## src/rtl/prom_sched_pkg.sv

```systemverilog
// Shared types and helpers for the prominence frame scheduler.
//   sched_state_t : scheduler FSM encoding
//   MODE_SINGLE / MODE_CONT : values of the mode_cont control input
//   beat_cnt_w()  : width of a beat counter able to hold FRAME_LEN
package prom_sched_pkg;

    typedef enum logic [1:0] {
        ST_IDLE     = 2'd0,
        ST_WAIT_SOF = 2'd1,
        ST_PASS     = 2'd2,
        ST_SKIP     = 2'd3
    } sched_state_t;

    localparam logic MODE_SINGLE = 1'b0;
    localparam logic MODE_CONT   = 1'b1;

    // One extra bit so the counter can hold FRAME_LEN itself.
    function automatic int unsigned beat_cnt_w(input int unsigned frame_len);
        return $clog2(frame_len) + 1;
    endfunction

endpackage

```

## src/rtl/axis_frame_gate.sv

```systemverilog
// Pass/discard gate between the spectrum source and the analysis core.
// Steers ready/valid from the scheduler state, mirrors the payload with zero
// latency and counts forwarded beats to judge frame length.
//   clk, reset_n      : clock, async active-low reset
//   out_en            : registered out-of-reset flag; gates both handshakes
//   state             : scheduler state
//   s_t*, s_tready    : upstream AXI-Stream slave side
//   m_t*, m_tready    : downstream AXI-Stream master side
//   fwd_acc_c         : a beat was handed to the core this cycle
//   src_acc_c         : a beat was taken from the source this cycle
//   len_err_c         : the forwarded beat reveals a framing/length error
module axis_frame_gate
    import prom_sched_pkg::*;
#(
    parameter int unsigned DW        = 16,
    parameter int unsigned FRAME_LEN = 1024
) (
    input  logic          clk,
    input  logic          reset_n,
    input  logic          out_en,
    input  sched_state_t  state,
    input  logic [DW-1:0] s_tdata,
    input  logic          s_tuser,
    input  logic          s_tlast,
    input  logic          s_tvalid,
    output logic          s_tready,
    output logic [DW-1:0] m_tdata,
    output logic          m_tuser,
    output logic          m_tlast,
    output logic          m_tvalid,
    input  logic          m_tready,
    output logic          fwd_acc_c,
    output logic          src_acc_c,
    output logic          len_err_c
);

    localparam int unsigned BW = beat_cnt_w(FRAME_LEN);

    logic          fwd;
    logic [BW-1:0] beat_cnt;
    logic [BW-1:0] beat_nxt;

    // Forward in PASS, or in WAIT_SOF only for the start-of-frame beat.
    assign fwd = (state == ST_PASS) || ((state == ST_WAIT_SOF) && s_tuser);

    assign m_tdata  = s_tdata;
    assign m_tuser  = s_tuser;
    assign m_tlast  = s_tlast;
    assign m_tvalid = out_en && fwd && s_tvalid;
    assign s_tready = out_en && (fwd ? m_tready : 1'b1);

    assign src_acc_c = s_tvalid && s_tready;
    assign fwd_acc_c = m_tvalid && m_tready;

    // Beat count including the current beat; a tuser beat restarts at 1.
    // Saturates so an overlong frame can never alias back onto FRAME_LEN.
    always_comb begin
        beat_nxt = beat_cnt;
        if (fwd_acc_c) begin
            if (s_tuser) begin
                beat_nxt = BW'(1);
            end else if (beat_cnt != '1) begin
                beat_nxt = beat_cnt + BW'(1);
            end
        end
    end

    always_ff @(posedge clk or negedge reset_n) begin
        if (!reset_n) begin
            beat_cnt <= '0;
        end else begin
            beat_cnt <= beat_nxt;
        end
    end

    // Error on a tuser inside a running frame, or a tlast at the wrong count.
    assign len_err_c = fwd_acc_c &&
                       ((s_tuser && (state == ST_PASS)) ||
                        (s_tlast && (beat_nxt != BW'(FRAME_LEN))));

endmodule

```

## src/rtl/prominence_frame_scheduler.sv

```systemverilog
// Sequences whole spectrum frames into the prominence_analysis core in
// single-shot or continuous mode with optional decimation.
//   clk, reset_n          : clock, async active-low reset
//   start, stop           : one-cycle control requests (stop wins)
//   mode_cont, decim      : run mode and frames skipped between analysed frames
//   s_t*                  : AXI-Stream from the spectrum source
//   m_t*                  : AXI-Stream to the analysis core
//   busy                  : scheduler not idle
//   frame_done            : pulse after the forwarded tlast beat
//   frame_cnt             : completed frames, wrapping
//   len_err               : sticky framing/length error, cleared by start
module prominence_frame_scheduler
    import prom_sched_pkg::*;
#(
    parameter int unsigned DW        = 16,
    parameter int unsigned FRAME_LEN = 1024,
    parameter int unsigned DECW      = 8,
    parameter int unsigned CNTW      = 16
) (
    input  logic            clk,
    input  logic            reset_n,
    input  logic            start,
    input  logic            stop,
    input  logic            mode_cont,
    input  logic [DECW-1:0] decim,
    input  logic [DW-1:0]   s_tdata,
    input  logic            s_tuser,
    input  logic            s_tlast,
    input  logic            s_tvalid,
    output logic            s_tready,
    output logic [DW-1:0]   m_tdata,
    output logic            m_tuser,
    output logic            m_tlast,
    output logic            m_tvalid,
    input  logic            m_tready,
    output logic            busy,
    output logic            frame_done,
    output logic [CNTW-1:0] frame_cnt,
    output logic            len_err
);

    sched_state_t    state;
    sched_state_t    state_d;
    sched_state_t    done_state;
    logic            out_en;
    logic            stop_pend;
    logic            stop_pend_d;
    logic [DECW-1:0] skip_cnt;
    logic [DECW-1:0] skip_cnt_d;
    logic [CNTW-1:0] frame_cnt_d;
    logic            len_err_d;
    logic            frame_done_d;
    logic            fwd_acc;
    logic            src_acc;
    logic            gate_len_err;
    logic            eof_acc;

    axis_frame_gate #(
        .DW        (DW),
        .FRAME_LEN (FRAME_LEN)
    ) u_gate (
        .clk       (clk),
        .reset_n   (reset_n),
        .out_en    (out_en),
        .state     (state),
        .s_tdata   (s_tdata),
        .s_tuser   (s_tuser),
        .s_tlast   (s_tlast),
        .s_tvalid  (s_tvalid),
        .s_tready  (s_tready),
        .m_tdata   (m_tdata),
        .m_tuser   (m_tuser),
        .m_tlast   (m_tlast),
        .m_tvalid  (m_tvalid),
        .m_tready  (m_tready),
        .fwd_acc_c (fwd_acc),
        .src_acc_c (src_acc),
        .len_err_c (gate_len_err)
    );

    assign eof_acc = fwd_acc && s_tlast;
    assign busy    = (state != ST_IDLE);

    // Holds both handshakes low until the first edge after reset release.
    always_ff @(posedge clk or negedge reset_n) begin
        if (!reset_n) begin
            out_en <= 1'b0;
        end else begin
            out_en <= 1'b1;
        end
    end

    // Where a completed frame leads; mode and decim are only looked at here.
    always_comb begin
        done_state = ST_SKIP;
        if (stop_pend || stop || (mode_cont == MODE_SINGLE)) begin
            done_state = ST_IDLE;
        end else if (decim == '0) begin
            done_state = ST_WAIT_SOF;
        end
    end

    // State register and counters.
    always_ff @(posedge clk or negedge reset_n) begin
        if (!reset_n) begin
            state      <= ST_IDLE;
            stop_pend  <= 1'b0;
            skip_cnt   <= '0;
            frame_cnt  <= '0;
            len_err    <= 1'b0;
            frame_done <= 1'b0;
        end else begin
            state      <= state_d;
            stop_pend  <= stop_pend_d;
            skip_cnt   <= skip_cnt_d;
            frame_cnt  <= frame_cnt_d;
            len_err    <= len_err_d;
            frame_done <= frame_done_d;
        end
    end

    // Next-state and counter update.
    always_comb begin
        state_d      = state;
        stop_pend_d  = stop_pend;
        skip_cnt_d   = skip_cnt;
        frame_cnt_d  = frame_cnt;
        len_err_d    = len_err;
        frame_done_d = 1'b0;

        if (eof_acc) begin
            frame_done_d = 1'b1;
            frame_cnt_d  = frame_cnt + CNTW'(1);
        end
        if (gate_len_err) begin
            len_err_d = 1'b1;
        end

        unique case (state)
            ST_IDLE: begin
                if (start && !stop) begin
                    state_d   = ST_WAIT_SOF;
                    len_err_d = 1'b0;
                end
            end
            ST_WAIT_SOF: begin
                if (fwd_acc) begin
                    // Once the tuser beat reached the core the frame is
                    // running, so a coincident stop lets it finish.
                    state_d = ST_PASS;
                    if (stop) begin
                        stop_pend_d = 1'b1;
                    end
                    if (s_tlast) begin
                        state_d    = done_state;
                        skip_cnt_d = decim;
                    end
                end else if (stop) begin
                    state_d = ST_IDLE;
                end
            end
            ST_PASS: begin
                if (stop) begin
                    stop_pend_d = 1'b1;
                end
                if (eof_acc) begin
                    state_d    = done_state;
                    skip_cnt_d = decim;
                end
            end
            ST_SKIP: begin
                if (stop) begin
                    state_d = ST_IDLE;
                end else if (src_acc && s_tlast) begin
                    skip_cnt_d = skip_cnt - DECW'(1);
                    if (skip_cnt <= DECW'(1)) begin
                        state_d = ST_WAIT_SOF;
                    end
                end
            end
            default: state_d = ST_IDLE;
        endcase

        if (state_d == ST_IDLE) begin
            stop_pend_d = 1'b0;
        end
    end

endmodule

```

## config.mk

```make
export PLATFORM = sky130hd
export DESIGN_NAME = prominence_frame_scheduler
export DESIGN_NICKNAME = d
export VERILOG_FILES = /design/src/rtl/prom_sched_pkg.sv /design/src/rtl/axis_frame_gate.sv /design/src/rtl/prominence_frame_scheduler.sv
export SDC_FILE = /design/constraint.sdc
export NUM_CORES = 1
export LEC_CHECK = 0
export CELL_PAD_IN_SITES_DETAIL_PLACEMENT = 1
export CELL_PAD_IN_SITES_GLOBAL_PLACEMENT = 1
export CORE_UTILIZATION = 32
export CTS_CLUSTER_SIZE = 24
export DETAILED_ROUTE_END_ITERATION = 10
export PLACE_DENSITY_LB_ADDON = 0.1
export SYNTH_ARGS = -nofsm -noshare
export SYNTH_HDL_FRONTEND = slang
export SYNTH_SLANG_ARGS = --single-unit
export TNS_END_PERCENT = 30
```

## constraint.sdc

```tcl
create_clock -name clk -period 1.7 [get_ports clk]
set_input_delay 0.34 -clock clk [delete_from_list [all_inputs] [get_ports clk]]
set_output_delay 0.34 -clock clk [all_outputs]
set_load 0.02 [all_outputs]
```

; ---- Word-level counts from Yosys, hierarchy flattened
; Cells that the tools add are included.
[classes]
shift = 0
order_cmp = 1
addsub = 3
bitwise_logic = 1
eq_ne = 11
div_mod_pow = 0
n_mul = 0
n_reduce_logical = 25
mux = 29
[ops]
columns = op, count
row1 = $mux 8, 5
row2 = $mux 11, 3
row3 = $pmux 8 s3, 1
row4 = $ne 11x11->1 const B, 2
row5 = $mux 2, 10
row6 = $add 16x1->16 const B, 1
row7 = $logic_and 1x1->1, 12
row8 = $add 11x1->11 const B, 1
row9 = $ne 2x2->1 const B, 5
row10 = $le 8x1->1 const B, 1
row11 = $logic_not 8->1, 1
row12 = $mux 1, 8
row13 = $pmux 2 s4, 1
row14 = $sub 8x1->8 const B, 1
row15 = $reduce_and 6->1, 1
row16 = $reduce_bool 3->1, 2
row17 = $eq 2x2->1 const B, 2
row18 = $logic_not 2->1, 2
row19 = $logic_or 1x1->1, 4
row20 = $ne 3x3->1 const B, 1
row21 = $eq 2x1->1 const B, 1
row22 = $pmux 1 s2, 1
row23 = $reduce_and 2->1, 1
row24 = $reduce_bool 2->1, 1
row25 = other kinds (2), 2
[word_totals]
latch_bits = 0
memories = 0
register_bits = 41
mem_bits_ro = 0
elab_cells = 78
ramBits = 0

; ---- Longest topological paths before layout
; Gate-level depths: netlist of the first run.
[logic_depth]
word_depth = 14
mapped_depth = 8
mapped_depth_nobuf = 8

; ---- By module
; A second synthesis of the first run with hierarchy kept.
[unflattened]
cells_unflattened = 288
area_unflattened_um2 = 2648.8
[by_module_without_submodules]
columns = mod, cells_per_inst, area_each_um2, n_inst
row1 = prominence_frame_scheduler, 153, 1526.5, 1
row2 = axis_frame_gate, 135, 1122.3, 1

; ---- Worst setup path before layout of the first run
; OpenSTA, ideal clock, no wires.
[synth_timing]
path_type = reg-to-reg
startpoint = register u_gate.beat_cnt[0]
endpoint = register len_err
setup_ps = 136
setup_slack_ps = -148
arrival_ps = 1713
period_less_slack_ps = 1848
stages_incl_launch_ff = 9
n_path_buf = 1
cell_sequence = dfrtp_1 -> ha_1 -> and3_1 -> clkbuf_1 -> a41oi_1 -> o22a_1 -> nand2b_1 -> nor4_1 -> a31oi_1
[synth_via]
elab_chain_cells = 11
elab_cells_between_ends = 12
[synth_rtl]
columns = element, line
row1 = from (decl), axis_frame_gate.sv:40  ; logic [BW-1:0] beat_cnt;
row2 = from (signal assigned), axis_frame_gate.sv:72  ; beat_cnt <= beat_nxt;
row3 = $add 11x1->11 / $ne 11x11->1 (equally long branches), "axis_frame_gate.sv:63, axis_frame_gate.sv:62"
row4 = $mux 11 (*), axis_frame_gate.sv:62  ; end else if (beat_cnt != '1) begin
row5 = $mux 11 (*), axis_frame_gate.sv:60  ; if (s_tuser) begin
row6 = $mux 11 (*), axis_frame_gate.sv:59  ; if (fwd_acc_c) begin
row7 = via u_gate.beat_nxt[8], axis_frame_gate.sv:41  ; logic [BW-1:0] beat_nxt;
row8 = $ne 11x11->1 (*), axis_frame_gate.sv:79  ; (s_tlast && (beat_nxt != BW'(FRAME_LEN))));
row9 = $logic_and 1x1->1 (*), axis_frame_gate.sv:79
row10 = $logic_or 1x1->1 (*), axis_frame_gate.sv:78  ; ((s_tuser && (state == ST_PASS)) ||
row11 = $logic_and 1x1->1 (*), axis_frame_gate.sv:77  ; assign len_err_c = fwd_acc_c &&
row12 = $mux 1 (*), prominence_frame_scheduler.sv:135  ; if (gate_len_err) begin
row13 = $mux 1, prominence_frame_scheduler.sv:141  ; if (start && !stop) begin
row14 = $mux 1 (*), prominence_frame_scheduler.sv:139  ; unique case (state)
row15 = via len_err_d, prominence_frame_scheduler.sv:51  ; logic len_err_d;
row16 = to (signal assigned), prominence_frame_scheduler.sv:117  ; len_err <= len_err_d;
row17 = to (decl), prominence_frame_scheduler.sv:39  ; output logic len_err
; The timed path passes the listed nets; every way through them passes the cells marked *.
; A chain may end at the register's enable or synchronous reset.

; ---- Worst setup path in the final report of the first run
[layout_timing]
startpoint = register u_gate.beat_cnt[1]
endpoint = register len_err
; Same word-level chain as after synthesis.

==> flow_summary.json, run 1 <==
{
  "outcome": "finished, violations left",
  "violations": "negative setup slack",
  "rrSetupSlack_ns": -0.14,
  "finalSetupViolations": 9,
  "power_frac_comb_pct": 38.3,
  "critPathMaxFanout": 5,
  "path_clk_slew_ns": 0.09,
  "worst_setup_path_start_kind": "flip-flop",
  "first_pass_iters": 4,
  "power_density_mw_per_mm2": 835,
  "swShare_pct": 33.8,
  "use_met1_pct": 25.8,
  "syn2layout_area_growth_pct": 63.0,
  "drc_errors": 0,
  "place_inst": 447,
  "ys_seq_area_share_pct": 41.0,
  "p_int_w": 0.00225,
  "gp_congestion": 0.845,
  "final_cell_count_no_fill": 475,
  "p_sw_w": 0.00115,
  "synth_area_leaders": "dfrtp_1 (41%), buf_4 (5.4%), xnor2_1 (3.9%), nand2_1 (3.8%), a21oi_1 (3.4%)",
  "placed_area_mm2": 0.00336,
  "dr_total_vias": 2447,
  "synth_common_cells": "dfrtp_1 (41), nand2_1 (25), nor2_1 (21)",
  "cp_data_required_time_ns": 1.87,
  "die_w_um": 90.4,
  "via_per_inst": 5.15,
  "timing.final.crit_share_pct": 108,
  "die_h_um": 90.4,
  "grt_pass1_wl_mm": 12.9,
  "ys.flop_type": "dfrtp_1",
  "cap_violations": 0,
  "fin_crit_ns": 1.84,
  "synth-seq-cells": 41,
  "yosysTopAreaCellShare_pct": 41.0,
  "setup_slack_ns": -0.142,
  "wirelength_mm": 8.23,
  "drv_slew": 0,
  "avgSynthCellArea_um2": 9.29,
  "p_seq_share_pct": 39.0,
  "core-area_mm2": 0.00741,
  "drt_iter0_markers": 52,
  "fillers": 823,
  "numPortBuffers": 39,
  "antenna_found_initial": 0,
  "ys_types": 66,
  "p_total_w": 0.00340,
  "syn_inst": 269,
  "yosysTopAreaCell": "dfrtp_1",
  "netlist_area_mm2": 0.00250,
  "fin_nets": 413,
  "regToRegEndpoint": "len_err$_DFF_PN0_",
  "rows": 31,
  "diodes": 0,
  "met3_usage_pct": 3.28,
  "clock.fmax_mhz": 543,
  "grtUsageTotal_pct": 19.7,
  "overflow": 0,
  "synth.net_count": 306,
  "synth.most_common_cell": "dfrtp_1",
  "grt_pass1_vias": 2564,
  "cp-end-kind": "flip-flop",
  "setup_tns_ns": -0.643,
  "p_leak_nw": 1.95,
  "r2r_start": "u_gate.beat_cnt[1]$_DFF_PN0_",
  "grt-busiest-layer": "met2",
  "hpwlAfterDp_mm": 5.22,
  "cp_data_arrival_time_ns": 2.01,
  "cts_tree": "yes",
  "hold_slack_ns": 0.0201,
  "ys_async_sr_fraction_pct": 100,
  "worstRegToRegCells": 7,
  "cts_buffer_depth": 2,
  "ys_warn_count": 0,
  "pin_count": 72,
  "htree_levels": 2,
  "hold_violations": 0,
  "grt_max_degree": 42,
  "finalClockSkew_ns": 0.00740,
  "fin_area_mm2": 0.00407,
  "clock-sinks": 41,
  "ant_nets": 0,
  "drive_gt1_share_pct": 46.0,
  "peakVddDrop_mv": 0.753,
  "crit_type": "reg -> reg",
  "met2_usage_pct": 33.8,
  "start_util_pct": 33.7,
  "clk_latency_ns": 0.29,
  "hold_path.class": "in -> async",
  "dieArea_mm2": 0.00817,
  "synth_edf_count": 0,
  "root_buffer": "clkbuf_8",
  "p_clk_share_pct": 22.7,
  "rsz0062_at_grt": "true",
  "cts_buffers": 5,
  "post_drt_wl_per_cell_um": 17.3
}
==> per-layer routing <==
layer,vias to the layer above,wire [µm]
met2,51,4140
met5,-,0
met4,0,170
met3,11,222
met1,1215,3700
li1,1170,-
==> state kept, by name (all words and copies together), names as in the netlist <==
register and count:
stop_pend 1, u_gate.beat_cnt 11, frame_cnt 16, state 2
len_err 1, out_en 1, skip_cnt 8, frame_done 1
==> cell families after synthesis <==
group,count (synthesis),synth area share (%)
and+or+nand+nor,105,24.4
muxes,2,0.801
AOI/OAI and AO/OA,68,18.2
adders and majority gates,4,2.00
buffers and inverters,33,8.16
xor gates and xnor gates,15,5.26
DFF,41,41.0
other,1,0.150
==> area by class of cell <==
class / instances / area (µm²) / area share [%]
well taps: 99 / 124 / 3.04
clock inverters: 2 / 35.0 / 0.860
repair buffers: 125 / 1140 / 28.1
flip-flops and latches: 41 / 1030 / 25.3
inverters: 8 / 35.0 / 0.860
clock buffers: 5 / 68.8 / 1.69
multi-input cells: 195 / 1640 / 40.1
==> through the flow <==
stage	utilization [%]	setup WS (ns)
floorplan	-	-0.0112
global placement	45.4	-0.565
detailed placement	45.4	-0.574
CTS	51.7	-0.0949
global route	55.0	-0.234
finish	55.0	-0.142
==> worst max-delay path: stages (launching register included) <==
cell and delay [ns]:
dfrtp_1 0.41, ha_4 0.19, nand3_4 0.14, o311ai_4 0.31, nor4_2 0.09, a311o_2 0.38
nor2_1 0.13, a31oi_1 0.09
==> power by group through the flow <==
stage               sequential, W  clock, W  combinational (W)
detailed placement        0.00132         0            0.00101
global route              0.00135  0.000829            0.00142
finish                    0.00133  0.000771            0.00130
CTS                       0.00131  0.000802            0.00112
global placement          0.00131         0           0.000982
floorplan                 0.00135         0           0.000504
==> cell usage in the layout (no fill, tap or decap), types with 4 or more instances in the layout <==
cell type / instances
buf_4: 75
dfrtp_1: 37
nand2_1: 25
clkdlybuf4s50_1: 19
nor2_1: 18
a21oi_1: 11
xnor2_1: 11
dlygate4sd2_1: 8
dlymetal6s2s_1: 8
o21ai_2: 7
o21ai_1: 7
buf_6: 7
nor3_1: 6
nand3_1: 5
a21oi_2: 5
clkbuf_8: 5
inv_1: 4
nor3_2: 4
and3_1: 4
xor2_1: 4
buf_12: 4
dfrtp_2: 4
==> worst max path at each step <==
| stage | end | slack (ns) | start | cells after the start |
|---|---|---|---|---|
| 4_1_cts | len_err$_DFF_PN0_ | -0.09 | state[0]$_DFF_PN0_ | 8 |
| 6_report | len_err$_DFF_PN0_ | -0.14 | u_gate.beat_cnt[1]$_DFF_PN0_ | 7 |
| 2_1_floorplan | len_err$_DFF_PN0_ | -0.01 | u_gate.beat_cnt[1]$_DFF_PN0_ | 8 |
| 3_5_place_dp | s_tready | -0.57 | s_tuser | 6 |
| 5_1_grt | len_err$_DFF_PN0_ | -0.23 | state[1]$_DFF_PN0_ | 7 |
| 3_3_place_gp | m_tvalid | -0.56 | s_tuser | 5 |
==> repair_timing <==
| action | CTS | global route |
|---|---|---|
| endpoints found under the setup margin | 35 | 38 |
| gates resized for setup | 77 | 47 |
| pin swaps | 16 | 24 |
| hold buffers | 0 | 0 |
| buffers inserted | 13 | 8 |
| gates cloned | 1 | 1 |
No activity file was read; power rests on OpenSTA's default activity.
==> run 2, diff against run 1 <==
CORE_MARGIN = 2   (was default)
==> run 2 against run 1 <==
The run still ends with negative setup slack left; final area down 3.0%; combinational power fell by 8%; final cell count down 0.21%; flip-flop and latch count did not move; maximum frequency is 1.0% lower.
==> flow_summary.json, run 2 (synthesis results as in run 1) <==
{
  "outcome": "finished, violations left",
  "violations": "negative setup slack",
  "hpwlAfterDp_mm": 5.35,
  "worstSetupEndpoint": "stop_pend$_DFFE_PN0P_",
  "critPathMaxFanout": 5,
  "clock-sinks": 41,
  "regMostFlops": "frame_cnt",
  "post_drt_wl_per_cell_um": 17.3,
  "drc_errors": 0,
  "cp_data_arrival_time_ns": 2.05,
  "core-area_mm2": 0.00765,
  "cpMaxStageDelayCell": "dfrtp_2",
  "largest_reg_flops": 16,
  "cts_buffers": 5,
  "cts_tree": "yes",
  "crit_type": "reg -> reg",
  "peakVddDrop_mv": 0.431,
  "setup_slack_ns": -0.162,
  "r2r_start": "state[0]$_DFF_PN0_",
  "cts_buffer_depth": 2,
  "root_buffer": "clkbuf_8",
  "grt_pass1_wl_mm": 12.6,
  "cap_violations": 0,
  "grt_max_degree": 42,
  "cp-end-kind": "flip-flop",
  "dieArea_mm2": 0.00853,
  "crit_chain": "nand2b_4 > buf_4 > a21o_2 > buf_4 > o21ai_1 > buf_4 > a211oi_2 > o21ba_1",
  "die_h_um": 92.4,
  "power_density_mw_per_mm2": 804,
  "rrSetupSlack_ns": -0.16,
  "diodes": 0,
  "wirelength_mm": 8.20,
  "antenna_found_initial": 0,
  "die_w_um": 92.4,
  "via_per_inst": 5.16,
  "gp_congestion": 0.765,
  "cp_slowest_stage_delay_ns": 0.46,
  "hold_buffers": 0,
  "hold_slack_ns": 0.00879,
  "regToRegEndpoint": "stop_pend$_DFFE_PN0P_",
  "htree_levels": 2,
  "drive_gt1_share_pct": 41.7,
  "drv_slew": 0,
  "grt_pass1_vias": 2509,
  "ant_nets": 0,
  "numPortBuffers": 39,
  "clk_latency_ns": 0.30,
  "start_util_pct": 32.7,
  "setup_tns_ns": -1.64,
  "rows": 32,
  "grtUsageTotal_pct": 18.8,
  "mostFrequentLayoutCell": "buf_4",
  "fin_nets": 408,
  "worst_setup_path_start_kind": "flip-flop",
  "pin_count": 72,
  "rsz0062_at_grt": "true",
  "largestRegisters": "frame_cnt: 16 flops, u_gate.beat_cnt: 11 flops, skip_cnt: 8 flops",
  "syn2layout_area_growth_pct": 58.1,
  "fillers": 836,
  "overflow": 0,
  "first_pass_iters": 4,
  "clock.fmax_mhz": 537,
  "worstRegToRegCells": 8,
  "final_cell_mix": "buf_4 (69), dfrtp_1 (37), nand2_1 (23)",
  "hold_path.class": "in -> async",
  "finalClockSkew_ns": 0.0113,
  "timing.final.crit_share_pct": 110,
  "drt_iter0_markers": 85,
  "cp_data_required_time_ns": 1.89,
  "finalSetupViolations": 26,
  "path_clk_slew_ns": 0.10,
  "crit_top_cell": "buf_4",
  "critPathLaunch": "state[0]$_DFF_PN0_",
  "dr_total_vias": 2447,
  "fin_crit_ns": 1.86,
  "hold_violations": 0,
  "p_leak_nw": 1.91
}
==> run 2: cell types whose count changed in the layout (fill, tap and decap cells not counted), sizes merged <==
cell / change
bufbuf: +1
buf: -6
bufinv: -1
a21o: +1
clkinv: +1
dlymetal6s2s: -1
dlygate4sd2: -1
clkdlybuf4s50: +2
clkbuf: -1
clkinvlp: +1
==> run 2: final cells by class <==
cell class / count / area, µm² / area share (%)
Inverter: 8 / 35.0 / 0.886
Clock buffer: 5 / 68.8 / 1.74
Sequential cell: 41 / 1030 / 26.1
Clock inverter: 3 / 17.5 / 0.443
Timing Repair Buffer: 119 / 1100 / 27.8
Multi-Input combinational cell: 196 / 1580 / 39.9
Tap cell: 102 / 128 / 3.23
==> run 2: worst min-delay path by stage <==
stage / endpoint / slack (ns) / cells after the start / startpoint
after floorplan: frame_cnt[0]$_DFFE_PN0N_ / 0.04 / 0 / reset_n
after global placement: frame_cnt[3]$_DFFE_PN0N_ / 0.34 / 2 / reset_n
after detailed placement: frame_cnt[3]$_DFFE_PN0N_ / 0.34 / 2 / reset_n
after CTS: state[1]$_DFF_PN0_ / 0.007 / 2 / reset_n
after global routing: len_err$_DFF_PN0_ / 0.02 / 2 / reset_n
final: u_gate.beat_cnt[1]$_DFF_PN0_ / 0.009 / 2 / reset_n
==> run 2: per-layer routing <==
metal | global-route usage, % | routed length (µm) | vias up
li1 | - | - | 1160
met4 | 6.22 | 116 | 0
met2 | 31.0 | 4030 | 61
met5 | 0 | 0 | -
met1 | 24.9 | 3740 | 1214
met3 | 3.34 | 318 | 12
==> run 2: power by group <==
part | internal (W) | switching, W | total, W
clock network | 0.000285 | 0.000386 | 0.000670
registers | 0.00114 | 0.000177 | 0.00132
logic | 0.000622 | 0.000568 | 0.00119
==> run 2: worst max-delay path, delay by kind of cell (launching register included) <==
kind | cells | cell delay (ns)
compound gates | 4 | 0.66
buf+inv | 3 | 0.45
flops | 1 | 0.46
simple gates | 1 | 0.18
==> run 2: per-stage QoR <==
step | util (%) | area [µm²] | setup slack [ns] | total power, W | std cells
6_report | 51.7 | 3950 | -0.162 | 0.00318 | 474
3_5_place_dp | 43.4 | 3320 | -0.576 | 0.00232 | 444
5_1_grt | 51.7 | 3950 | -0.242 | 0.00338 | 474
2_1_floorplan | - | 2510 | -0.0112 | 0.00185 | 269
3_3_place_gp | 43.4 | 3320 | -0.570 | 0.00230 | 444
4_1_cts | 48.2 | 3690 | -0.103 | 0.00307 | 463
==> run 2: what timing repair did <==
| action | 4_1_cts | 5_1_grt |
|---|---|---|
| setup buffers | 9 | 10 |
| pin swaps | 21 | 16 |
| endpoints found under the setup margin | 36 | 42 |
| resized for setup | 62 | 40 |
| cloned | 2 | 1 |
| endpoints found under the hold margin | 0 | 0 |
